$ cat src/rtl/rv32i_pkg.sv
// Shared types for the RV32I fetch stage.
// Holds XLEN, the canonical NOP word, fetch FSM states and the prefetch entry.
package rv32i_pkg;

    localparam int XLEN = 32;

    localparam logic [XLEN-1:0] RV32I_NOP = 32'h0000_0013;

    typedef enum logic {
        FETCH_RUN,
        FETCH_HALT
    } fetch_state_t;

    typedef struct packed {
        logic [31:0] data;
        logic [31:0] pc;
        logic        fault;
    } fetch_entry_t;

endpackage

$ cat src/rtl/rv32i_instruction_fetch_if.sv
// Fetch-stage bus bundle: imem request/response plus the decode handoff.
// master = fetch unit; slave = memory and decode side.
interface rv32i_instruction_fetch_if;
    import rv32i_pkg::*;

    logic            imem_req;
    logic [XLEN-1:0] imem_addr;
    logic            imem_gnt;
    logic            imem_rvalid;
    logic [XLEN-1:0] imem_rdata;
    logic            imem_err;

    logic            instr_valid;
    logic            instr_ready;
    logic [XLEN-1:0] instr_data;
    logic [XLEN-1:0] instr_pc;
    logic            instr_fault;

    modport master (
        output imem_req,
        output imem_addr,
        input  imem_gnt,
        input  imem_rvalid,
        input  imem_rdata,
        input  imem_err,
        output instr_valid,
        input  instr_ready,
        output instr_data,
        output instr_pc,
        output instr_fault
    );

    modport slave (
        input  imem_req,
        input  imem_addr,
        output imem_gnt,
        output imem_rvalid,
        output imem_rdata,
        output imem_err,
        input  instr_valid,
        output instr_ready,
        input  instr_data,
        input  instr_pc,
        input  instr_fault
    );

endinterface

$ cat src/rtl/rv32i_fetch_fifo.sv
// In-order prefetch buffer of fetch entries; head is read straight from storage.
// Ports: clk, rst_n, flush, push/wdata, pop, head, count, full, empty.
module rv32i_fetch_fifo
    import rv32i_pkg::*;
#(
    parameter int DEPTH = 2,
    localparam int PW = $clog2(DEPTH),
    localparam int CW = $clog2(DEPTH + 1)
) (
    input  logic         clk,
    input  logic         rst_n,
    input  logic         flush,
    input  logic         push,
    input  fetch_entry_t wdata,
    input  logic         pop,
    output fetch_entry_t head,
    output logic [CW-1:0] count,
    output logic         full,
    output logic         empty
);

    fetch_entry_t  mem [DEPTH];
    logic [PW-1:0] wr_ptr;
    logic [PW-1:0] rd_ptr;
    logic          do_push;
    logic          do_pop;

    assign empty   = (count == '0);
    assign full    = (count == CW'(DEPTH));
    assign do_pop  = pop && !empty;
    // a full buffer may still take a word when the head leaves this cycle
    assign do_push = push && (!full || do_pop);
    assign head    = mem[rd_ptr];

    always_ff @(posedge clk or negedge rst_n) begin
        if (!rst_n) begin
            wr_ptr <= '0;
            rd_ptr <= '0;
            count  <= '0;
            for (int i = 0; i < DEPTH; i++) begin
                mem[i] <= '0;
            end
        end else if (flush) begin
            wr_ptr <= '0;
            rd_ptr <= '0;
            count  <= '0;
        end else begin
            if (do_push) begin
                mem[wr_ptr] <= wdata;
                wr_ptr      <= wr_ptr + PW'(1);
            end
            if (do_pop) begin
                rd_ptr <= rd_ptr + PW'(1);
            end
            unique case ({do_push, do_pop})
                2'b10:   count <= count + CW'(1);
                2'b01:   count <= count - CW'(1);
                default: count <= count;
            endcase
        end
    end

endmodule

$ cat src/rtl/rv32i_instruction_fetch.sv
// RV32I fetch stage: credit-limited imem reads, prefetch buffer, redirect flush.
// Ports: clk, rst_n, fetch_en, redirect_valid, redirect_pc, bus (master side).
module rv32i_instruction_fetch
    import rv32i_pkg::*;
#(
    parameter logic [XLEN-1:0] RESET_PC   = 32'h0000_0000,
    parameter int              FIFO_DEPTH = 2
) (
    input  logic                       clk,
    input  logic                       rst_n,
    input  logic                       fetch_en,
    input  logic                       redirect_valid,
    input  logic [XLEN-1:0]            redirect_pc,
    rv32i_instruction_fetch_if.master  bus
);

    localparam int CW = $clog2(FIFO_DEPTH + 1);

    fetch_state_t    state;
    logic [XLEN-1:0] fetch_pc;
    logic [XLEN-1:0] resp_pc;
    logic [XLEN-1:0] redir_pc;
    logic [CW-1:0]   outstanding;
    logic [CW-1:0]   out_next;
    logic [CW-1:0]   drop;
    logic [CW-1:0]   fifo_count;
    logic [CW:0]     in_use;
    logic            hs;
    logic            rv;
    logic            keep;
    logic            pop;
    logic            fifo_full;
    logic            fifo_empty;
    fetch_entry_t    push_entry;
    fetch_entry_t    head;

    assign redir_pc = redirect_pc & ~32'h3;

    // buffered words plus reads in flight never exceed the buffer size
    assign in_use = {1'b0, fifo_count} + {1'b0, outstanding};

    assign bus.imem_req = rst_n
                       && (state == FETCH_RUN)
                       && fetch_en
                       && (in_use < (CW+1)'(FIFO_DEPTH))
                       && !redirect_valid;
    assign bus.imem_addr = fetch_pc;

    assign hs   = bus.imem_req && bus.imem_gnt;
    // stray responses with nothing in flight are ignored
    assign rv   = bus.imem_rvalid && (outstanding != '0);
    // stale responses and those arriving with a redirect are discarded
    assign keep = rv && (drop == '0) && !redirect_valid;
    assign pop  = bus.instr_valid && bus.instr_ready;

    always_comb begin
        push_entry.pc    = resp_pc;
        push_entry.fault = bus.imem_err;
        push_entry.data  = bus.imem_err ? RV32I_NOP : bus.imem_rdata;
    end

    always_comb begin
        out_next = outstanding;
        unique case ({hs, rv})
            2'b10:   out_next = outstanding + CW'(1);
            2'b01:   out_next = outstanding - CW'(1);
            default: out_next = outstanding;
        endcase
    end

    always_ff @(posedge clk or negedge rst_n) begin
        if (!rst_n) begin
            state       <= FETCH_RUN;
            fetch_pc    <= RESET_PC;
            resp_pc     <= RESET_PC;
            outstanding <= '0;
            drop        <= '0;
        end else begin
            outstanding <= out_next;
            if (redirect_valid) begin
                state    <= FETCH_RUN;
                fetch_pc <= redir_pc;
                resp_pc  <= redir_pc;
                // everything still in flight belongs to the old stream
                drop     <= out_next;
            end else begin
                if (hs) begin
                    fetch_pc <= fetch_pc + 32'd4;
                end
                if (keep) begin
                    resp_pc <= resp_pc + 32'd4;
                end
                if (rv && (drop != '0)) begin
                    drop <= drop - CW'(1);
                end
                unique case (state)
                    FETCH_RUN: begin
                        if (keep && bus.imem_err) begin
                            state <= FETCH_HALT;
                        end
                    end
                    FETCH_HALT: state <= FETCH_HALT;
                    default:    state <= FETCH_HALT;
                endcase
            end
        end
    end

    rv32i_fetch_fifo #(
        .DEPTH (FIFO_DEPTH)
    ) u_fifo (
        .clk   (clk),
        .rst_n (rst_n),
        .flush (redirect_valid),
        .push  (keep),
        .wdata (push_entry),
        .pop   (pop),
        .head  (head),
        .count (fifo_count),
        .full  (fifo_full),
        .empty (fifo_empty)
    );

    assign bus.instr_valid = !fifo_empty;
    assign bus.instr_data  = head.data;
    assign bus.instr_pc    = head.pc;
    assign bus.instr_fault = head.fault;

    a_rvalid_tracked: assert property (
        @(posedge clk) disable iff (!rst_n)
        bus.imem_rvalid |-> (outstanding != '0)
    );

    a_no_overflow: assert property (
        @(posedge clk) disable iff (!rst_n)
        keep |-> !fifo_full
    );

endmodule

$ cat src/flat_wrapper.sv
// flat-port wrapper written by rule: the top's interface ports become plain ports
module rv32i_instruction_fetch_flat import rv32i_pkg::*;
#(
    parameter logic [XLEN-1:0] RESET_PC   = 32'h0000_0000,
    parameter int              FIFO_DEPTH = 2
)
  (clk, rst_n, fetch_en, redirect_valid, redirect_pc, bus_imem_req, bus_imem_addr, bus_imem_gnt, bus_imem_rvalid, bus_imem_rdata, bus_imem_err, bus_instr_valid, bus_instr_ready, bus_instr_data, bus_instr_pc, bus_instr_fault);
  rv32i_instruction_fetch_if bus_i ();
  input  logic clk;
  input  logic rst_n;
  input  logic fetch_en;
  input  logic redirect_valid;
  input  logic [XLEN-1:0] redirect_pc;
  output wire logic [$bits(bus_i.imem_req)-1:0] bus_imem_req;
  output wire logic [$bits(bus_i.imem_addr)-1:0] bus_imem_addr;
  input wire logic [$bits(bus_i.imem_gnt)-1:0] bus_imem_gnt;
  input wire logic [$bits(bus_i.imem_rvalid)-1:0] bus_imem_rvalid;
  input wire logic [$bits(bus_i.imem_rdata)-1:0] bus_imem_rdata;
  input wire logic [$bits(bus_i.imem_err)-1:0] bus_imem_err;
  output wire logic [$bits(bus_i.instr_valid)-1:0] bus_instr_valid;
  input wire logic [$bits(bus_i.instr_ready)-1:0] bus_instr_ready;
  output wire logic [$bits(bus_i.instr_data)-1:0] bus_instr_data;
  output wire logic [$bits(bus_i.instr_pc)-1:0] bus_instr_pc;
  output wire logic [$bits(bus_i.instr_fault)-1:0] bus_instr_fault;
  assign bus_imem_req = bus_i.imem_req;
  assign bus_imem_addr = bus_i.imem_addr;
  assign bus_i.imem_gnt = bus_imem_gnt;
  assign bus_i.imem_rvalid = bus_imem_rvalid;
  assign bus_i.imem_rdata = bus_imem_rdata;
  assign bus_i.imem_err = bus_imem_err;
  assign bus_instr_valid = bus_i.instr_valid;
  assign bus_i.instr_ready = bus_instr_ready;
  assign bus_instr_data = bus_i.instr_data;
  assign bus_instr_pc = bus_i.instr_pc;
  assign bus_instr_fault = bus_i.instr_fault;
  rv32i_instruction_fetch #(.RESET_PC(RESET_PC), .FIFO_DEPTH(FIFO_DEPTH)) u_core (.clk(clk), .rst_n(rst_n), .fetch_en(fetch_en), .redirect_valid(redirect_valid), .redirect_pc(redirect_pc), .bus(bus_i));
endmodule
$ cat config.mk
export PLATFORM = sky130hd
export DESIGN_NAME = rv32i_instruction_fetch_flat
export DESIGN_NICKNAME = d
export VERILOG_FILES = /design/src/rtl/rv32i_pkg.sv /design/src/rtl/rv32i_instruction_fetch_if.sv /design/src/rtl/rv32i_fetch_fifo.sv /design/src/rtl/rv32i_instruction_fetch.sv /design/src/flat_wrapper.sv
export SDC_FILE = /design/constraint.sdc
export NUM_CORES = 1
export LEC_CHECK = 0
export CELL_PAD_IN_SITES_DETAIL_PLACEMENT = 2
export CELL_PAD_IN_SITES_GLOBAL_PLACEMENT = 2
export CORE_MARGIN = 2
export CORE_UTILIZATION = 30
export CTS_CLUSTER_DIAMETER = 80
export DETAILED_ROUTE_END_ITERATION = 10
export DONT_BUFFER_PORTS = 1
export PLACE_DENSITY_LB_ADDON = 0.1
export SETUP_SLACK_MARGIN = 0.15
export SLEW_MARGIN = 5
export SYNTH_ARGS = -nofsm -noshare
export SYNTH_HDL_FRONTEND = slang
export SYNTH_SLANG_ARGS = --single-unit
$ cat constraint.sdc
create_clock -name clk -period 3.36 [get_ports clk]
set_clock_uncertainty 0.15 [all_clocks]
set_input_delay 0.336 -clock clk [delete_from_list [all_inputs] [get_ports clk]]
set_output_delay 0.336 -clock clk [all_outputs]
set_load 0.005 [all_outputs]
# Yosys cells after proc, flatten, opt, wreduce, memory -nomap -nowiden
# Cells that the tools add are included.
[word_totals]
reg_bits = 203
latch_bits = 0
ram_bits = 0
romBits = 0
inputBits = 72
out_inout_bits = 99
memories = 0
[classes]
add_sub_neg = 10
multipliers = 0
div_mod_pow = 0
order_cmp = 4
eq_ne = 5
shifts = 0
muxes = 23
bitwise = 4
reduce_logical = 29
[ops]
columns = ["operator", "n"]
rows = [
  ["65-bit two-way mux", 4],
  ["32-bit two-way mux", 5],
  ["130-bit bitwise mux", 1],
  ["65-bit demux with 1-bit select", 1],
  ["32-bit by 3-bit adder with 32-bit output, second input constant", 2],
  ["1-bit logical AND", 14],
  ["2-bit nonzero test", 7],
  ["2-bit one-hot mux with 2 select lines", 2],
  ["2-bit equality test, second input constant", 3],
  ["1-bit two-way mux", 6],
  ["2-bit two-way mux", 3],
  ["2-bit by 1-bit subtractor with 2-bit output, second input constant", 3],
  ["2-bit by 1-bit adder with 2-bit output, second input constant", 2],
  ["2-bit by 1-bit equality test with 1-bit output, second input constant", 2],
  ["2-bit greater-or-equal comparator, second input constant", 2],
  ["2-bit zero test", 2],
  ["1-bit NOT with 2-bit output", 2],
  ["2-bit by 2-bit adder with 3-bit output", 1],
  ["1-bit zero test", 3],
  ["3-bit by 2-bit < comparator with 1-bit output, second input constant", 1],
  ["3-bit nonzero test", 1],
  ["1-bit adder, second input constant", 2],
  ["2-bit by 1-bit < comparator with 1-bit output, second input constant", 1],
  ["1-bit NOT", 2],
  ["other kinds (3)", 3],
]

# Depth between registers and ports, before layout
# Gate-level depths: netlist of the first run.
[logic_depth]
depth_word = 9
ltp_mapped = 13

# By module
# From an unflattened synthesis of the first run, not the netlist that was laid out.
[hier_totals]
hier_cells = 812
hier_area_um2 = 9883.2
[by_module_without_submodules]
columns = ["module", "instances", "cells_per_inst", "area_each_um2", "seq_area_each_um2"]
rows = [
  ["rv32i_fetch_fifo", 1, 371, 5953.2, 3353.2],
  ["rv32i_instruction_fetch", 1, 441, 3930.0, 1626.6],
]

# Worst setup path before layout of the first run
# OpenSTA, ideal clock, no wires.
[synth_timing]
kind = "register -> register"
startpoint = "register u_core.outstanding[0]"
endpoint = "register u_core.drop[1]"
setup_time_ps = 66
arrival_time_ps = 2754
required_ps = 3144
slack_ps = 391
stages_incl_launch_ff = 13
n_path_buf = 3
period_less_slack_ps = 2969
cell_sequence = "dfrtp_1 buf_2 and2_1 fa_1 nor4b_4 inv_2 clkbuf_1 clkbuf_1 ha_1 nor2_1 xor2_1 nand2_1 nand2_1"
[synth_via]
elab_chain_cells = 8
elab_cells_between_ends = 15
classes_between = "add/sub (3); order compare (1); eq/ne (2); mux (2); reduce/logical (7)"
[synth_rtl]
columns = ["item", "line", "source"]
rows = [
  ["from (decl)", "rv32i_instruction_fetch.sv:23", "logic [CW-1:0] outstanding;"],
  ["from (signal assigned)", "rv32i_instruction_fetch.sv:79", "outstanding <= out_next;"],
  ["2-bit by 2-bit adder with 3-bit output", "rv32i_instruction_fetch.sv:40", "assign in_use = {1'b0, fifo_count} + {1'b0, outstanding};"],
  ["3-bit by 2-bit < comparator with 1-bit output", "rv32i_instruction_fetch.sv:45", "&& (in_use < (CW+1)'(FIFO_DEPTH))"],
  ["1-bit logical AND", "rv32i_instruction_fetch.sv:45", ""],
  ["1-bit logical AND", "rv32i_instruction_fetch.sv:46", "&& !redirect_valid;"],
  ["1-bit logical AND", "rv32i_instruction_fetch.sv:49", "assign hs = bus.imem_req && bus.imem_gnt;"],
  ["2-bit by 1-bit equality test with 1-bit output / 2-bit equality test (equally long branches)", "rv32i_instruction_fetch.sv:64", "unique case ({hs, rv})"],
  ["2-bit one-hot mux with 2 select lines *", "rv32i_instruction_fetch.sv:64", ""],
  ["named net u_core.out_next[1]", "rv32i_instruction_fetch.sv:24", "logic [CW-1:0] out_next;"],
  ["2-bit two-way mux *", "rv32i_instruction_fetch.sv:80", "if (redirect_valid) begin"],
  ["to (signal assigned)", "rv32i_instruction_fetch.sv:85", "drop <= out_next;"],
  ["to (signal assigned)", "rv32i_instruction_fetch.sv:94", "drop <= drop - CW'(1);"],
  ["to (decl)", "rv32i_instruction_fetch.sv:25", "logic [CW-1:0] drop;"],
]
# Mark *: on every way through the listed nets, which the timed path passes. The rest lies on a longest branch.
# A chain may end at the register's enable or synchronous reset.

# Worst setup path after layout of the first run
# Same ends and word-level chain as after synthesis.

==> results of run 1 <==
## final cells by class
type,count,area (sq um),area share (%)
inverter,9,33.8,0.305
multi-input combinational,621,4310,38.9
tap,396,495,4.47
clock inverter,9,130,1.17
sequential,195,4880,44.0
timing repair buffer,75,778,7.02
clock buffer,21,460,4.15
## power breakdown
group	switching (mW)	internal (mW)
Combinational	0.986	1.01
Sequential	0.557	3.16
Clock	0.899	1.20
Total	2.44	5.37
## worst paths after layout
path / to / depth (start not counted)
setup / recovery: u_core.drop[1] / 10
hold / removal: u_core.u_fifo.mem[49] / 0
setup reg to reg: u_core.drop[1] / 10
hold reg to reg: u_core.u_fifo.mem[114] / 2
max in group asynchronous: u_core.resp_pc[14] / 0
min in group clk: u_core.resp_pc[31] / 2
## Yosys cell counts (3+ instances only)
| master | number |
|---|---|
| nand2b_1 | 32 |
| dfrtp_1 | 195 |
| nor3_1 | 10 |
| and2_1 | 3 |
| nor4_1 | 3 |
| buf_4 | 5 |
| ha_1 | 4 |
| nand3_1 | 32 |
| o21ai_1 | 19 |
| xor2_1 | 15 |
| nand4_1 | 12 |
| a21oi_1 | 9 |
| nor2_1 | 30 |
| a41oi_1 | 3 |
| and3_1 | 7 |
| xnor2_1 | 25 |
| a31oi_1 | 7 |
| o21ai_0 | 83 |
| nor4_2 | 4 |
| nand2_1 | 130 |
| mux2_2 | 132 |
| o311ai_1 | 9 |
| clkbuf_1 | 31 |
| o211ai_1 | 16 |
| buf_1 | 3 |
| inv_1 | 7 |
| or4_1 | 3 |
| buf_2 | 13 |
## metrics by stage
stage,util (%),power [mW],instances
after floorplan,-,5.06,878
after global placement,31.9,5.50,1231
after detailed placement,31.9,5.71,1231
after CTS,36.1,7.96,1326
after global routing,36.1,8.37,1326
final,36.1,7.81,1326
## kinds of logic (layout without fill, tap and decap cells)
kind of cell,Yosys count,count (layout)
simple gates,286,286
other cells,1,4
mux,133,133
flops,195,195
buf+inv,62,114
compound gates,153,153
fa+ha+maj,5,5
xor+xnor,40,40
## worst max-delay path, stage by stage (launching register included)
cell and delay (ns):
dfrtp_1 0.47, and2_1 0.20, fa_1 0.51, nor4b_4 0.37
inv_2 0.25, ha_1 0.27, xnor2_1 0.13, nor2_1 0.12
xor2_1 0.22, nand2_1 0.09, nand2_1 0.07
## metal layers
metal / up-vias / GRT usage, % / routed length [um]
met2: 149 / 29.8 / 13900
met4: 0 / 4.29 / 326
met3: 16 / 4.41 / 1350
li1: 3152 / - / -
met5: - / 0 / 0
met1: 3521 / 22.6 / 12500
## sequential cells by signal, indices dropped and copies added, names as in the netlist
name and count:
u_core.u_fifo.wr_ptr 1, u_core.outstanding 2, u_core.u_fifo.mem 126, u_core.state 1, u_core.drop 2, u_core.bus.imem_addr 30, u_core.resp_pc 30, u_core.u_fifo.count 2
u_core.u_fifo.rd_ptr 1
## placed cells by master, fill, tap and decap left out, drive strengths merged, types with 10 or more instances in the layout
| master | instances |
|---|---|
| nor3 | 10 |
| nor2 | 30 |
| buf | 12 |
| nand4 | 14 |
| nand2 | 130 |
| nand3 | 34 |
| o211ai | 16 |
| nand2b | 32 |
| xor2 | 15 |
| mux2 | 132 |
| dlygate4sd3 | 63 |
| o21ai | 102 |
| dfrtp | 195 |
| xnor2 | 25 |
| inv | 10 |
| clkbuf | 21 |
==> impl_metrics.prom, run 1 <==
# TYPE chip_impl_metric gauge
chip_impl_metric{name="ctsLongestPathBuffers",unit=""} 2
chip_impl_metric{name="num-nets-final",unit=""} 996
chip_impl_metric{name="final_hold_viols",unit=""} 195
chip_impl_metric{name="iter_0_drt_violations",unit=""} 314
chip_impl_metric{name="die_area",unit="sq mm"} 0.0329
chip_impl_metric{name="number_of_enable_type_register_cells_in_the_synthesized_netlist",unit=""} 0
chip_impl_metric{name="via_count_of_the_first_global_routing_pass",unit=""} 7789
chip_impl_metric{name="tightest_slew",unit="ns"} 1.07
chip_impl_metric{name="totalNegativeSetupSlack",unit="ns"} 0
chip_impl_metric{name="final-setup-viol-count",unit=""} 0
chip_impl_metric{name="layout_min_cycle_time",unit="ns"} 2.90
chip_impl_metric{name="static-leakage-power",unit="nW"} 4.64
chip_impl_metric{name="yosys-mux-area-fraction",unit="%"} 15.9
chip_impl_info{name="synth_top_family_by_area",value="multiplexers"} 1
chip_impl_metric{name="place_area",unit="sq mm"} 0.00982
chip_impl_metric{name="syn_area_cell",unit="sq um"} 10.8
chip_impl_metric{name="ys_seq_elements",unit=""} 195
chip_impl_metric{name="drive_above_1_share",unit="%"} 20.5
chip_impl_metric{name="clock_sinks",unit=""} 195
chip_impl_metric{name="final_max_slew_viol_count",unit=""} 0
chip_impl_metric{name="finalHoldWorstSlack",unit="ns"} -0.555
chip_impl_info{name="clock_tree_from_tritoncts",value="built"} 1
chip_impl_metric{name="clkLatencyLatePin",unit="ns"} 0.44
chip_impl_metric{name="first_pass_iters",unit=""} 4
chip_impl_info{name="synthFlopType",value="dfrtp_1"} 1
chip_impl_metric{name="synth_simple_gate_area_share",unit="%"} 15.6
chip_impl_info{name="worst_setup_path_start_kind",value="flop"} 1
chip_impl_metric{name="post_drt_wl_per_cell",unit="um"} 21.1
chip_impl_metric{name="core_area",unit="sq mm"} 0.0307
chip_impl_metric{name="routed_wirelength",unit="mm"} 28.0
chip_impl_info{name="failed_checks",value="negative hold slack"} 1
chip_impl_metric{name="worst-endpoint-required",unit="ns"} 3.58
chip_impl_metric{name="final.period_utilization",unit="%"} 86.2
chip_impl_metric{name="synth_seq_area_share",unit="%"} 51.7
chip_impl_metric{name="post_synth_inst_count",unit=""} 875
chip_impl_info{name="setup.worst_path.end_class",value="flop"} 1
chip_impl_metric{name="place.detailed.hpwl",unit="mm"} 18.5
chip_impl_metric{name="die_height",unit="um"} 181
chip_impl_metric{name="synthArstFlopShare",unit="%"} 100
chip_impl_metric{name="grt_antenna_before_repair",unit=""} 0
chip_impl_metric{name="antenna-diode-count",unit=""} 0
chip_impl_metric{name="cp_max_fo",unit=""} 21
chip_impl_metric{name="tritoncts.num_buffers",unit=""} 17
chip_impl_metric{name="final_area",unit="sq mm"} 0.0111
chip_impl_info{name="hp-class",value="in2async"} 1
chip_impl_info{name="reg2reg_from",value="u_core.outstanding[0]"} 1
chip_impl_metric{name="slew_headroom",unit="%"} 28.9
chip_impl_metric{name="ys_types",unit=""} 56
chip_impl_metric{name="gp_routability_congestion",unit=""} 0.797
chip_impl_metric{name="fp-row-count",unit=""} 64
chip_impl_metric{name="overall_routing_resource_usage",unit="%"} 17.6
chip_impl_metric{name="placement.io_buffers",unit=""} 0
chip_impl_info{name="synth_largest_area_cell",value="dfrtp_1"} 1
chip_impl_metric{name="area_delta_synth_final",unit="%"} 17.5
chip_impl_info{name="result_of_the_run",value="finished, violations left"} 1
chip_impl_metric{name="yosys.area.top_type_share",unit="%"} 51.7
chip_impl_metric{name="drc",unit=""} 0
chip_impl_metric{name="compound_gate_fraction_of_synth_area",unit="%"} 9.40
chip_impl_metric{name="achievable-frequency",unit="GHz"} 0.345
chip_impl_metric{name="path_clk_slew",unit="ns"} 0.07
chip_impl_metric{name="postRouteAntennaNets",unit=""} 0
chip_impl_metric{name="ys_warn_count",unit=""} 0
chip_impl_metric{name="io-pin-count",unit=""} 171
chip_impl_metric{name="filler_cell_count",unit=""} 3264
chip_impl_metric{name="critPathArrivalTime",unit="ns"} 3.12
chip_impl_metric{name="rrSetupSlack",unit="ns"} 0.46
chip_impl_metric{name="post_synth_fa_ha_maj_area_fraction",unit="%"} 0.742
chip_impl_info{name="yosys-top-cells-area",value="dfrtp_1, mux2_2, nand2_1, o21ai_0, xnor2_1"} 1
chip_impl_metric{name="grt_max_degree",unit=""} 197
chip_impl_metric{name="initial_utilization",unit="%"} 30.7
chip_impl_metric{name="power-per-cell-area",unit="mW/mm^2"} 704
chip_impl_metric{name="max-cap-violations",unit=""} 0
chip_impl_metric{name="via_per_inst",unit=""} 5.16
chip_impl_info{name="critPathKind",value="reg2reg"} 1
chip_impl_info{name="clockRootBuffer",value="clkbuf_16"} 1
chip_impl_metric{name="grt_pass1_wl",unit="mm"} 45.3
chip_impl_info{name="worstSetupStartpoint",value="u_core.outstanding[0]"} 1
chip_impl_metric{name="ctsHtreeMaxLevel",unit=""} 4
chip_impl_metric{name="ir_drop",unit="V"} 0.000340
chip_impl_info{name="grt_setup_unrepaired",value="false"} 1
chip_impl_metric{name="ctsHoldBuffers",unit=""} 65
chip_impl_metric{name="cts.repair_timing.setup_buffer_count",unit=""} 0
chip_impl_metric{name="overflow_after_grt",unit=""} 0
chip_impl_metric{name="post_synth_instance_area",unit="sq mm"} 0.00944
chip_impl_metric{name="die_x",unit="um"} 181
chip_impl_metric{name="layout_setup_ws",unit="ns"} 0.463
chip_impl_metric{name="vias",unit=""} 6838
chip_impl_metric{name="placement.setup.worst_slack",unit="ns"} 0.474
chip_impl_metric{name="synth_xor_xnor_area_share",unit="%"} 3.71
chip_impl_metric{name="cts-resized-gates",unit=""} 0
(Power assumes the default switching activity.)
==> run 2: changes to the inputs <==
Settings changed: RECOVER_POWER from default to 100, SETUP_SLACK_MARGIN 0.15 to default.
==> impl_metrics.prom, run 2 (synthesis gave the netlist of run 1 again) <==
# TYPE chip_impl_metric gauge
chip_impl_metric{name="routed_wirelength",unit="mm"} 28.1
chip_impl_info{name="clockRootBuffer",value="clkbuf_16"} 1
chip_impl_metric{name="vias",unit=""} 6850
chip_impl_metric{name="rrSetupSlack",unit="ns"} 0.32
chip_impl_metric{name="antenna-diode-count",unit=""} 0
chip_impl_metric{name="layout_min_cycle_time",unit="ns"} 3.04
chip_impl_info{name="grt_setup_unrepaired",value="false"} 1
chip_impl_metric{name="report.power.total",unit="mW"} 7.73
chip_impl_metric{name="die_area",unit="sq mm"} 0.0329
chip_impl_info{name="timing.rr.end",value="u_core.bus.imem_addr[21]"} 1
chip_impl_metric{name="num-nets-final",unit=""} 996
chip_impl_metric{name="cts.repair_timing.setup_buffer_count",unit=""} 0
chip_impl_info{name="clock_tree_from_tritoncts",value="built"} 1
chip_impl_metric{name="finalHoldWorstSlack",unit="ns"} -0.555
chip_impl_metric{name="placement.setup.worst_slack",unit="ns"} 0.474
chip_impl_metric{name="grt_max_degree",unit=""} 197
chip_impl_info{name="final_common_cell",value="dfrtp_1"} 1
chip_impl_metric{name="ctsHtreeMaxLevel",unit=""} 4
chip_impl_metric{name="place.detailed.hpwl",unit="mm"} 18.5
chip_impl_metric{name="final_hold_viols",unit=""} 195
chip_impl_metric{name="achievable-frequency",unit="GHz"} 0.329
chip_impl_info{name="failed_checks",value="negative hold slack"} 1
chip_impl_metric{name="share_seq_of_total_power",unit="%"} 48.0
chip_impl_metric{name="clock_share_of_power",unit="%"} 27.3
chip_impl_metric{name="gp_routability_congestion",unit=""} 0.797
chip_impl_metric{name="area_delta_synth_final",unit="%"} 16.8
chip_impl_metric{name="max-cap-violations",unit=""} 0
chip_impl_info{name="worst_setup_path_start_kind",value="flop"} 1
chip_impl_metric{name="slew_headroom",unit="%"} 22.3
chip_impl_metric{name="layout_setup_ws",unit="ns"} 0.323
chip_impl_metric{name="drive_above_1_share",unit="%"} 13.9
chip_impl_metric{name="fp-row-count",unit=""} 64
chip_impl_metric{name="grt_antenna_before_repair",unit=""} 0
chip_impl_metric{name="internal_power",unit="mW"} 5.28
chip_impl_metric{name="largest_register_ffs",unit=""} 126
chip_impl_metric{name="ir_drop",unit="V"} 0.000340
chip_impl_metric{name="first_pass_iters",unit=""} 4
chip_impl_metric{name="iter_0_drt_violations",unit=""} 321
chip_impl_metric{name="grt_pass1_wl",unit="mm"} 45.3
chip_impl_metric{name="placement.io_buffers",unit=""} 0
chip_impl_info{name="result_of_the_run",value="finished, violations left"} 1
chip_impl_metric{name="tightest_slew",unit="ns"} 1.17
chip_impl_metric{name="tritoncts.num_buffers",unit=""} 17
chip_impl_metric{name="ctsLongestPathBuffers",unit=""} 2
chip_impl_metric{name="clock_sinks",unit=""} 195
chip_impl_metric{name="core_area",unit="sq mm"} 0.0307
chip_impl_metric{name="cp_max_fo",unit=""} 8
chip_impl_metric{name="cts-resized-gates",unit=""} 0
chip_impl_metric{name="die_x",unit="um"} 181
chip_impl_metric{name="power-per-cell-area",unit="mW/mm^2"} 701
chip_impl_info{name="hp-class",value="in2async"} 1
chip_impl_info{name="setup.worst_path.end_class",value="flop"} 1
chip_impl_metric{name="combPwrFrac",unit="%"} 24.7
chip_impl_metric{name="initial_utilization",unit="%"} 30.7
chip_impl_metric{name="overall_routing_resource_usage",unit="%"} 17.6
chip_impl_metric{name="fin_util",unit="%"} 35.8
chip_impl_info{name="largest_register",value="u_core.u_fifo.mem"} 1
chip_impl_metric{name="path_clk_slew",unit="ns"} 0.07
chip_impl_metric{name="final.period_utilization",unit="%"} 90.4
chip_impl_metric{name="static-leakage-power",unit="nW"} 4.66
chip_impl_metric{name="ff2ff_path_depth",unit=""} 8
chip_impl_info{name="reg2reg_from",value="u_core.outstanding[0]"} 1
chip_impl_metric{name="clkLatencyLatePin",unit="ns"} 0.44
chip_impl_metric{name="filler_cell_count",unit=""} 3275
chip_impl_metric{name="fraction_of_power_spent_switching_nets",unit="%"} 31.6
chip_impl_metric{name="io-pin-count",unit=""} 171
chip_impl_metric{name="ctsHoldBuffers",unit=""} 65
chip_impl_metric{name="via_per_inst",unit=""} 5.17
chip_impl_info{name="mostFrequentLayoutCells",value="dfrtp_1, nand2_1, o21ai_0"} 1
chip_impl_metric{name="via_count_of_the_first_global_routing_pass",unit=""} 7789
chip_impl_metric{name="drc",unit=""} 0
chip_impl_metric{name="worst-endpoint-required",unit="ns"} 3.52
chip_impl_metric{name="overflow_after_grt",unit=""} 0
chip_impl_metric{name="critPathArrivalTime",unit="ns"} 3.20
chip_impl_metric{name="final_max_slew_viol_count",unit=""} 0
chip_impl_metric{name="final-setup-viol-count",unit=""} 0
chip_impl_metric{name="die_height",unit="um"} 181
chip_impl_metric{name="totalNegativeSetupSlack",unit="ns"} 0
chip_impl_metric{name="total_switching_power",unit="mW"} 2.44
chip_impl_metric{name="post_drt_wl_per_cell",unit="um"} 21.2
chip_impl_info{name="critPathKind",value="reg2reg"} 1
chip_impl_metric{name="postRouteAntennaNets",unit=""} 0
[run 2: cell types whose count changed in the layout (fill, tap and decap cells not counted), moves of 4 or more]
cell      before  now
o311ai_1       9    5
mux2_2       132   82
nor4_2         4    0
nor4_1         3    7
o21ai_1       19    8
mux2_1         0   50
clkbuf_1       2    6
o21ai_0       83   94
o311ai_0       0    4
buf_4          8    3
[run 2: worst max path at each step]
stage | start | end | slack [ns] | cells past startpoint
2_1_floorplan | u_core.outstanding[0] | u_core.drop[1] | 0.39 | 12
3_3_place_gp | u_core.u_fifo.count[0] | u_core.drop[1] | 0.59 | 9
3_5_place_dp | u_core.outstanding[0] | u_core.drop[1] | 0.47 | 10
4_1_cts | u_core.outstanding[0] | u_core.drop[1] | 0.42 | 10
5_1_grt | u_core.outstanding[0] | u_core.bus.imem_addr[21] | 0.12 | 8
6_report | u_core.outstanding[0] | u_core.bus.imem_addr[21] | 0.32 | 8
[run 2: critical path: stages (launching register included)]
cell      delay [ns]
dfrtp_1         0.47
and2_0          0.20
fa_1            0.51
nor4b_4         0.36
clkbuf_1        0.39
nor2_1          0.20
clkbuf_1        0.27
o21ai_0         0.25
o211ai_1        0.11
[run 2: final cells by class]
class,count,area (sq um),share of cell area (%)
clock buffer,21,460,4.18
inverter,9,33.8,0.307
timing repair buffer,75,751,6.81
multi-input combinational,621,4270,38.7
clock inverter,9,130,1.18
tap,396,495,4.50
sequential,195,4880,44.3
[run 2: power groups by stage]
stage               Clock, mW  Combinational [mW]  Sequential [mW]
global placement            0                1.83             3.67
detailed placement          0                1.95             3.76
global route             2.28                2.16             3.84
finish                   2.11                1.91             3.71
CTS                      2.19                2.05             3.72
floorplan                   0                1.53             3.53
[run 2: through the flow]
step | cell area [sq um] | cells
detailed placement | 9820 | 1231
CTS | 11100 | 1326
floorplan | 9450 | 878
finish | 11000 | 1326
global placement | 9820 | 1231
global route | 11000 | 1326
[run 2: metal layers]
metal | wire (um) | global-route usage [%] | up-vias
met5 | 0 | 0 | -
met3 | 1340 | 4.41 | 13
met4 | 310 | 4.29 | 0
met1 | 12400 | 22.6 | 3543
li1 | - | - | 3148
met2 | 14000 | 29.8 | 146
